`src/rtl/fir_tap_loader.sv`:
```
// fir_tap_loader: buffers host-written FIR taps and streams them to the FIR tap port.
// Optional FIR_TAP_LOADER_CHECKSUM_EN adds tap_checksum, a signed running sum of sent taps.
module fir_tap_loader #(
    parameter int G_NUM_TAPS     = 16,
    parameter int G_TAP_WIDTH    = 16,
    parameter int G_RESET_CYCLES = 4,
    parameter int G_DONE_TIMEOUT = 64
) (
    input  logic                          clk,
    input  logic                          reset_n,
    input  logic [$clog2(G_NUM_TAPS)-1:0] cfg_wr_addr,
    input  logic [G_TAP_WIDTH-1:0]        cfg_wr_data,
    input  logic                          cfg_wr_valid,
    output logic                          cfg_wr_ready,
    input  logic                          start,
    output logic                          busy,
    output logic                          load_done,
    output logic                          load_error,
    output logic                          fir_enable,
    output logic [G_TAP_WIDTH-1:0]        tap_dout,
    output logic                          tap_dout_valid,
    input  logic                          tap_dout_ready,
    input  logic                          tap_done_in
`ifdef FIR_TAP_LOADER_CHECKSUM_EN
    ,
    output logic signed [G_TAP_WIDTH+$clog2(G_NUM_TAPS)-1:0] tap_checksum
`endif
);

    localparam int AW = $clog2(G_NUM_TAPS);
    localparam int RW = $clog2(G_RESET_CYCLES + 1);
    localparam int TW = $clog2(G_DONE_TIMEOUT + 1);
`ifdef FIR_TAP_LOADER_CHECKSUM_EN
    localparam int CW = G_TAP_WIDTH + AW;
`endif

    typedef enum logic [2:0] {
        S_IDLE,
        S_FIR_RESET,
        S_STREAM,
        S_WAIT_DONE,
        S_DONE,
        S_ERROR
    } state_t;

    state_t state;
    state_t state_nxt;

    logic [G_TAP_WIDTH-1:0] ram [G_NUM_TAPS];

    logic [AW-1:0] tap_cnt;
    logic [AW-1:0] tap_nxt;
    logic [RW-1:0] rst_cnt;
    logic [TW-1:0] to_cnt;
    logic          wr_en;
    logic          tap_xfer;
    logic          tap_last;
    logic          to_last;

    assign tap_nxt  = tap_cnt + AW'(1);
    assign tap_last = (tap_cnt == AW'(G_NUM_TAPS - 1));
    assign to_last  = (to_cnt == TW'(G_DONE_TIMEOUT - 1));
    assign tap_xfer = tap_dout_valid & tap_dout_ready;
    assign wr_en    = cfg_wr_valid & cfg_wr_ready;

    // Host tap storage; writes only land while the loader is not busy
    always_ff @(posedge clk) begin
        if (wr_en) begin
            ram[cfg_wr_addr] <= cfg_wr_data;
        end
    end

    // State register
    always_ff @(posedge clk or negedge reset_n) begin
        if (!reset_n) begin
            state <= S_IDLE;
        end else begin
            state <= state_nxt;
        end
    end

    // Next-state decode and state-derived control outputs
    always_comb begin
        state_nxt    = state;
        fir_enable   = 1'b0;
        busy         = 1'b0;
        cfg_wr_ready = 1'b0;
        unique case (state)
            S_IDLE: begin
                cfg_wr_ready = 1'b1;
                if (start) state_nxt = S_FIR_RESET;
            end
            S_FIR_RESET: begin
                busy = 1'b1;
                if (rst_cnt == '0) state_nxt = S_STREAM;
            end
            S_STREAM: begin
                busy       = 1'b1;
                fir_enable = 1'b1;
                if (tap_xfer && tap_last) state_nxt = S_WAIT_DONE;
            end
            S_WAIT_DONE: begin
                busy       = 1'b1;
                fir_enable = 1'b1;
                if (tap_done_in) begin
                    state_nxt = S_DONE;
                end else if (to_last) begin
                    state_nxt = S_ERROR;
                end
            end
            S_DONE: begin
                fir_enable   = 1'b1;
                cfg_wr_ready = 1'b1;
                if (start) state_nxt = S_FIR_RESET;
            end
            S_ERROR: begin
                cfg_wr_ready = 1'b1;
                if (start) state_nxt = S_FIR_RESET;
            end
            default: state_nxt = S_IDLE;
        endcase
    end

    // Counters, tap output register and sticky status flags
    always_ff @(posedge clk or negedge reset_n) begin
        if (!reset_n) begin
            tap_cnt        <= '0;
            rst_cnt        <= '0;
            to_cnt         <= '0;
            tap_dout       <= '0;
            tap_dout_valid <= 1'b0;
            load_done      <= 1'b0;
            load_error     <= 1'b0;
`ifdef FIR_TAP_LOADER_CHECKSUM_EN
            tap_checksum   <= '0;
`endif
        end else begin
            case (state)
                S_IDLE, S_DONE, S_ERROR: begin
                    if (start) begin
                        rst_cnt    <= RW'(G_RESET_CYCLES - 1);
                        tap_cnt    <= '0;
                        load_done  <= 1'b0;
                        load_error <= 1'b0;
`ifdef FIR_TAP_LOADER_CHECKSUM_EN
                        tap_checksum <= '0;
`endif
                    end
                end
                S_FIR_RESET: begin
                    if (rst_cnt == '0) begin
                        tap_dout       <= ram[tap_cnt];
                        tap_dout_valid <= 1'b1;
                    end else begin
                        rst_cnt <= rst_cnt - RW'(1);
                    end
                end
                S_STREAM: begin
                    if (tap_xfer) begin
`ifdef FIR_TAP_LOADER_CHECKSUM_EN
                        tap_checksum <= tap_checksum +
                            {{(CW - G_TAP_WIDTH){tap_dout[G_TAP_WIDTH-1]}}, tap_dout};
`endif
                        if (tap_last) begin
                            tap_dout_valid <= 1'b0;
                            to_cnt         <= '0;
                        end else begin
                            tap_cnt  <= tap_nxt;
                            tap_dout <= ram[tap_nxt];
                        end
                    end
                end
                S_WAIT_DONE: begin
                    if (tap_done_in) begin
                        load_done <= 1'b1;
                    end else if (to_last) begin
                        load_error <= 1'b1;
                    end else begin
                        to_cnt <= to_cnt + TW'(1);
                    end
                end
                default: ;
            endcase
        end
    end

endmodule

```
`config.mk`:
```
export PLATFORM = sky130hd
export DESIGN_NAME = fir_tap_loader
export DESIGN_NICKNAME = d
export VERILOG_FILES = /design/src/rtl/fir_tap_loader.sv
export SDC_FILE = /design/constraint.sdc
export NUM_CORES = 1
export LEC_CHECK = 0
export BUFFER_PORTS_ARGS = -buffer_cell sky130_fd_sc_hd__buf_4
export CAP_MARGIN = 20
export CORE_MARGIN = 2
export CORE_UTILIZATION = 45
export DETAILED_ROUTE_END_ITERATION = 10
export GPL_TIMING_DRIVEN = 0
export PLACE_DENSITY = 0.72
export SLEW_MARGIN = 20
export SYNTH_ARGS = -nofsm -noshare
export SYNTH_HDL_FRONTEND = slang
export SYNTH_SLANG_ARGS = --single-unit
export TNS_END_PERCENT = 100
```
`constraint.sdc`:
```
create_clock -name clk -period 3.6 [get_ports clk]
set_input_delay 0.72 -clock clk [delete_from_list [all_inputs] [get_ports clk]]
set_output_delay 0.72 -clock clk [all_outputs]
set_load 0.01 [all_outputs]
```
==> After elaboration in Yosys (flattened, before gate mapping) <==
Memory sizes are Yosys's and may differ from the RTL's.
Cells that the tools add are included.
{ "op_classes": {"add_sub_neg": 3, "n_eq_ne": 19, "mux": 37, "n_bitwise": 2, "n_reduce_logical": 19} }
{ "op_table": {"columns": ["op", "count"], "rows": [
  ["$mux 16", 3],
  ["$pmux 16 s2", 1],
  ["$mux 7", 4],
  ["$mux 3", 7],
  ["$ne 2x2->1 const B", 10],
  ["$reduce_and 4->1", 5],
  ["$pmux 7 s2", 1],
  ["$mux 1", 12],
  ["$mux 4", 3],
  ["$pmux 3 s4", 1],
  ["$reduce_bool 2->1", 5],
  ["$reduce_or 3->1", 3],
  ["$pmux 4 s2", 1],
  ["$add 7x1->7 const B", 1],
  ["$eq 7x6->1 const B", 1],
  ["$eq 3x2->1 const B", 2],
  ["$eq 3x3->1 const B", 2],
  ["$logic_not 3->1", 2],
  ["$pmux 1 s2", 3],
  ["$pmux 3 s2", 1],
  ["$reduce_and 3->1", 2],
  ["$reduce_and 5->1", 1],
  ["$add 4x1->4 const B", 1],
  ["$eq 4x4->1 const B", 1],
  ["6 further kinds", 7]
]} }
{ "totals": {"reg_bits": 36, "mem_bits_rw": 256, "in_bits": 26, "output_inout_bits": 22, "word_cells": 89, "n_memories": 1} }
{ "memory_table": {"columns": ["memory", "words", "word_bits", "rd", "rd_ports_with_merged_regs", "write_ports", "line", "rtl"], "rows": [
  ["ram", 16, 16, 2, 0, 1, "49", "logic [G_TAP_WIDTH-1:0] ram [G_NUM_TAPS];"]
]} }

==> Depth between registers and ports, before layout <==
{ "depth": {"word_depth": 6, "depth_mapped": 9, "mapped_depth_nobuf": 7} }

==> Least setup slack after synthesis <==
No wires, ideal clock.
{ "synth_path": {"path_type": "reg2reg", "startpoint": "register state[0]", "endpoint": "memory ram[0][0], enable pin", "setup_ns": 0.409, "arrival_ns": 2.577, "required_time_ns": 3.191, "setup_slack_ns": 0.614, "path_stages_with_launch": 7, "path_buffers": 1, "synth_period_minus_slack_ns": 2.986, "path_cell_list": "dfrtp_1 -> clkbuf_2 -> nor2b_1 -> nor2_1 -> nand2_1 -> or3_1 -> nor3_1"} }
{ "synth_between": {"elab_chain_cells": 6, "word_cells_on_any_way": 8, "classes_between": "eq/ne: 2; mux: 3; bitwise: 1; reduce/logical: 2"} }
{ "synth_lines": {"columns": ["element", "line", "rtl"], "rows": [
  ["start, declared", "46", "state_t state;"],
  ["start signal, assigned", "78", "state <= state_nxt;"],
  ["$eq 3x3->1 or $logic_not 3->1 (tied branches)", "88", "unique case (state)"],
  ["$reduce_or 3->1 (no source line) *", null, null],
  ["$mux 1 *", "88", null],
  ["via cfg_wr_ready", "14", "output logic cfg_wr_ready,"],
  ["$and 1x1->1 *", "64", "assign wr_en = cfg_wr_valid & cfg_wr_ready;"],
  ["$mux 1 *", "68", "if (wr_en) begin"],
  ["$mux 1 (implied by the code) *", "69", "ram[cfg_wr_addr] <= cfg_wr_data;"],
  ["end, declared", "49", null]
]} }
The timed path passes the listed nets; every way through them passes the cells marked *.

==> Final worst setup path <==
{ "layout_path": {"startpoint": "register tap_cnt[0]", "endpoint": "register tap_dout[13]"} }
{ "layout_between": {"elab_chain_cells": 5, "word_cells_on_any_way": 9, "classes_between": "add/sub: 1; eq/ne: 2; mux: 4; reduce/logical: 1; memory: 1"} }
{ "layout_lines": {"columns": ["element", "line", "rtl"], "rows": [
  ["start, declared", "51", "logic [AW-1:0] tap_cnt;"],
  ["start signal, assigned", "168", "tap_cnt <= tap_nxt;"],
  ["$add 4x1->4", "60", "assign tap_nxt = tap_cnt + AW'(1);"],
  ["$mem_v2 16x16", null, null],
  ["$mux 16", "164", "if (tap_last) begin"],
  ["$mux 16", "159", "if (tap_xfer) begin"],
  ["$pmux 16 s2", "138", "case (state)"],
  ["end signal, assigned", "152", "tap_dout <= ram[tap_cnt];"],
  ["end signal, assigned", "169", "tap_dout <= ram[tap_nxt];"],
  ["end, declared", "20", "output logic [G_TAP_WIDTH-1:0] tap_dout,"]
]} }
Several ways; a longest one is shown, not always the timed one. The select of a mux whose other input is x is not followed.
A chain may end at the register's enable or synchronous reset.

==> summary.txt <==
STA
  • Count of final max-slew check failures: 0
  • Setup clock skew after layout: 0.0123 ns
  • Accumulated negative setup slack: 0 ns
  • Fin crit share: 0.894
  • Final Setup Violations: 0
  • Hold Vio Cnt, Final: 0
  • Worst hold margin: roughly 0.13 ns
  • Max-slew headroom: 0.276
  • Timing-limited maximum frequency: 311 MHz
  • Slew at the pin closest to its max-slew limit: 1.06 ns
  • Minimum clock period: 3.22 ns
  • Setup repair after global routing missed its margin: false

Synthesis
  • Netlist cell types: 47
  • Proportion of synthesized chip area in sequential cells: 0.612
  • Synthesized instance count: 953
  • Count of synthesis-stage warnings from yosys: 0
  • Post-Syn Nets: 983
  • Synth Area per Inst: 14.7 µm²
  • Post-synth ARST share: 0.123
  • Cell area after technology mapping: between 10,000 and 15,000 µm²
  • Synth Register Bits: 292
  • EDFF count, synth: 256
  • Prevailing post-synth register cell: sky130_fd_sc_hd__edfxtp_1

Worst setup path
  • Worst reg2reg path endpoint: tap_dout[13]
  • Series of cell instances along the critical path: ha_1, buf_2, buf_4, clkbuf_1, a2111oi_0, nor4_1, a22oi_1, a31oi_1
  • Worst Path Class, Setup: reg -> reg
  • Count of cell instances traversed by the critical path: 8
  • Library cell contributing the largest single delay on the critical path: sky130_fd_sc_hd__clkbuf_1
  • Worst reg-to-reg setup slack: around 0.38 ns
  • Slowest cell delay on critical path: 0.62 ns
  • Launching element type of the critical path: flip-flop
  • Buf+Inv Stages, Crit Path: 3
  • Category of cells accounting for the largest share of critical-path delay: buffers and inverters
  • Launching instance or port of the critical path: tap_cnt[0]
  • Critical register-to-register path startpoint: tap_cnt[0]
  • Maximum fanout along the worst path: 10
  • Endpoint of the worst setup timing path: tap_dout[13]
  • Data arrival at the endpoint of the critical path: 3.71 ns
  • Depth of the most critical reg-to-reg path: 8
  • Critical Path End Type: flip-flop
  • Data required time at the worst endpoint: between 4 and 5 ns

Global routing
  • GR peak layer: met2
  • Met1 Resource Use GR: 0.328
  • Overall Global Routing Usage: 0.257
  • Met3 Resource Use GR: 0.0592
  • Global-route wire length before repair: 61,700 µm
  • Number of antenna violations at the first check in global routing: 0
  • Vias in the first global route: approximately 10,000
  • Maximum number of pins on one net before global-route repair: 37
  • Met2 Use GR: 0.416
  • Grt ovf: 0

Detailed routing
  • Total DRC errors in the routed layout: 1
  • Via count of the routed design: approximately 10,000
  • Routed WL: 42,600 µm
  • Number of iterations in the first detailed-routing pass: 11
  • Antenna viol nets, final: 0
  • Drt via density: around 6.7
  • Violation count after the first detailed-route iteration: 1,096
  • Routed wirelength normalized by instance count: roughly 29 µm

Place
  • Estimated wirelength of the detail-placed design: 28,600 µm
  • Routability-driven placement congestion ratio: 0.954
  • IO buf count: 47

Floorplanning
  • Die span in x: around 180 µm
  • Die Outline Area: ~33,000 µm²
  • Std-Cell Rows: 64
  • Number of top-level pins: 48
  • Initial Util: 0.457
  • Core area: between 30,000 and 40,000 µm²
  • Die height: ~180 µm

Clocking
  • Clock buffers created by TritonCTS: 30
  • Clock root buffer master: sky130_fd_sc_hd__clkbuf_16
  • Clock transition at the register clock pins on the worst setup and hold paths after CTS: 0.07 ns
  • H-tree depth: 1
  • Sinks on Clock Net: approximately 300
  • Number of gates resized after cts: 0
  • CTS tree: done
  • Number of buffers inserted for hold repair after clock tree synthesis: 0
  • Skew-Pair Late Insertion Delay: 0.57 ns
  • Post-CTS repair timing setup buffer count: 0
  • Number of buffers on the longest clock path: 3

Pwr
  • Peak VDD IR: between 400 and 500 µV
  • Ratio of total power to cell area: 729 nW/µm²
  • Leakage: 5.39 nW

Cells and area
  • Ant diodes: 0
  • Number of fill cells in the layout: 2,468
  • Nets: 1,075
  • Core utilization of the finished layout: 0.524
  • Area used by multi-input combinational logic: around 5100 µm²
  • Fraction of layout cells with a size suffix above 1: 0.213
  • Register cell area after layout: 8590 µm²
  • Layout overhead on the synthesized area: 14.5%

Run
  • Number of max-capacitance violations reported: 0

Status
  • Run status: finished with violations
  • Violated checks: design-rule violations

Min path
  • Hold crit path type: in -> async
-- layout by cell type (no fill, tap or decap), types with 6 or more instances in the layout --
cell type	synthesis	final
sky130_fd_sc_hd__edfxtp_1	256	256
sky130_fd_sc_hd__mux4_2	66	66
sky130_fd_sc_hd__nor2b_1	65	65
sky130_fd_sc_hd__buf_4	11	65
sky130_fd_sc_hd__mux2i_1	65	65
sky130_fd_sc_hd__a2111oi_0	62	62
sky130_fd_sc_hd__and3_1	61	61
sky130_fd_sc_hd__clkbuf_1	36	48
sky130_fd_sc_hd__dfrtp_1	36	36
sky130_fd_sc_hd__nor2_1	47	35
sky130_fd_sc_hd__a22o_1	31	31
sky130_fd_sc_hd__nor4_1	30	30
sky130_fd_sc_hd__clkbuf_16	0	30
sky130_fd_sc_hd__buf_2	24	24
sky130_fd_sc_hd__o21ai_0	24	24
sky130_fd_sc_hd__nand2_1	22	22
sky130_fd_sc_hd__a31oi_1	16	16
sky130_fd_sc_hd__a22oi_1	15	15
sky130_fd_sc_hd__inv_1	10	10
sky130_fd_sc_hd__nor2_4	1	9
sky130_fd_sc_hd__a21oi_1	8	8
sky130_fd_sc_hd__nand3_1	7	7
sky130_fd_sc_hd__nor3_1	10	6
sky130_fd_sc_hd__xnor2_1	6	6
-- cells by family after synthesis --
family / synth area share
buf+inv: 0.0292
fa+ha+maj: 0.00357
flops: 0.612
compound gates: 0.0947
simple gates: 0.103
xor+xnor: 0.00499
mux: 0.152
-- stage by stage --
step,setup WS [ns],total power [mW],instance area (µm²),cells
4_1_cts,0.524,11.6,16100,1465
3_3_place_gp,-1.05,8.50,14900,1396
6_report,0.380,11.7,16100,1465
3_5_place_dp,0.515,8.57,15100,1409
5_1_grt,0.369,12.1,16100,1465
2_1_floorplan,0.614,6.93,14000,953
-- synthesized netlist by cell type (all sizes together) (15+ instances only) --
cell type / count / area share
mux4: 66 / 0.11
a31oi: 16 / 0.0071
a22oi: 15 / 0.0080
buf: 38 / 0.016
a22o: 31 / 0.019
edfxtp: 256 / 0.55
mux2i: 65 / 0.046
clkbuf: 39 / 0.011
nand2: 22 / 0.0059
nor4: 31 / 0.014
nor2b: 65 / 0.029
o21ai: 25 / 0.0089
a2111oi: 63 / 0.041
dfrtp: 36 / 0.064
nor2: 48 / 0.013
and3: 61 / 0.027
-- sequential cells by signal, summed over array words and instances (netlist names) --
signal,count
ram,256
tap_dout,16
to_cnt,7
state,3
tap_cnt,4
tap_dout_valid,1
load_done,1
rst_cnt,3
load_error,1
-- worst reg2reg max path: stages (launching register included) --
cell and delay, ns:
sky130_fd_sc_hd__dfrtp_1 0.43, sky130_fd_sc_hd__ha_1 0.45, sky130_fd_sc_hd__buf_2 0.25, sky130_fd_sc_hd__buf_4 0.30
sky130_fd_sc_hd__clkbuf_1 0.62, sky130_fd_sc_hd__a2111oi_0 0.27, sky130_fd_sc_hd__nor4_1 0.48, sky130_fd_sc_hd__a22oi_1 0.15
sky130_fd_sc_hd__a31oi_1 0.20
-- how the worst min path moves through the flow --
stage | from | depth (start not counted) | endpoint
floorplan | reset_n | 0 | load_done
global placement | rst_cnt[0] | 1 | rst_cnt[0]
detailed placement | rst_cnt[0] | 1 | rst_cnt[0]
CTS | reset_n | 1 | tap_dout[12]
global route | reset_n | 1 | tap_dout[2]
finish | reset_n | 1 | tap_dout[2]
-- power breakdown --
group	internal [mW]	switching [mW]	total [mW]	leakage (nW)
logic	1.70	2.90	4.60	2.18
clock network	1.76	1.31	3.07	0.473
registers	3.91	0.153	4.06	2.74
total	7.36	4.36	11.7	5.39
-- per-layer routing --
layer  vias up  wire (µm)
met3       193       4650
met1      4801      15600
li1       4071          -
met5         -          0
met2       751      19900
met4         0       2370
-- cell type report --
type / instances / area share
Buffer: 77 / 0.0231
Clock buffer: 45 / 0.0521
Clock inverter: 11 / 0.00794
Inverter: 10 / 0.00234
Multi-Input combinational cell: 574 / 0.319
Sequential cell: 292 / 0.534
Tap cell: 396 / 0.0308
Timing Repair Buffer: 60 / 0.0304
Power figures use the tool's default switching activity.
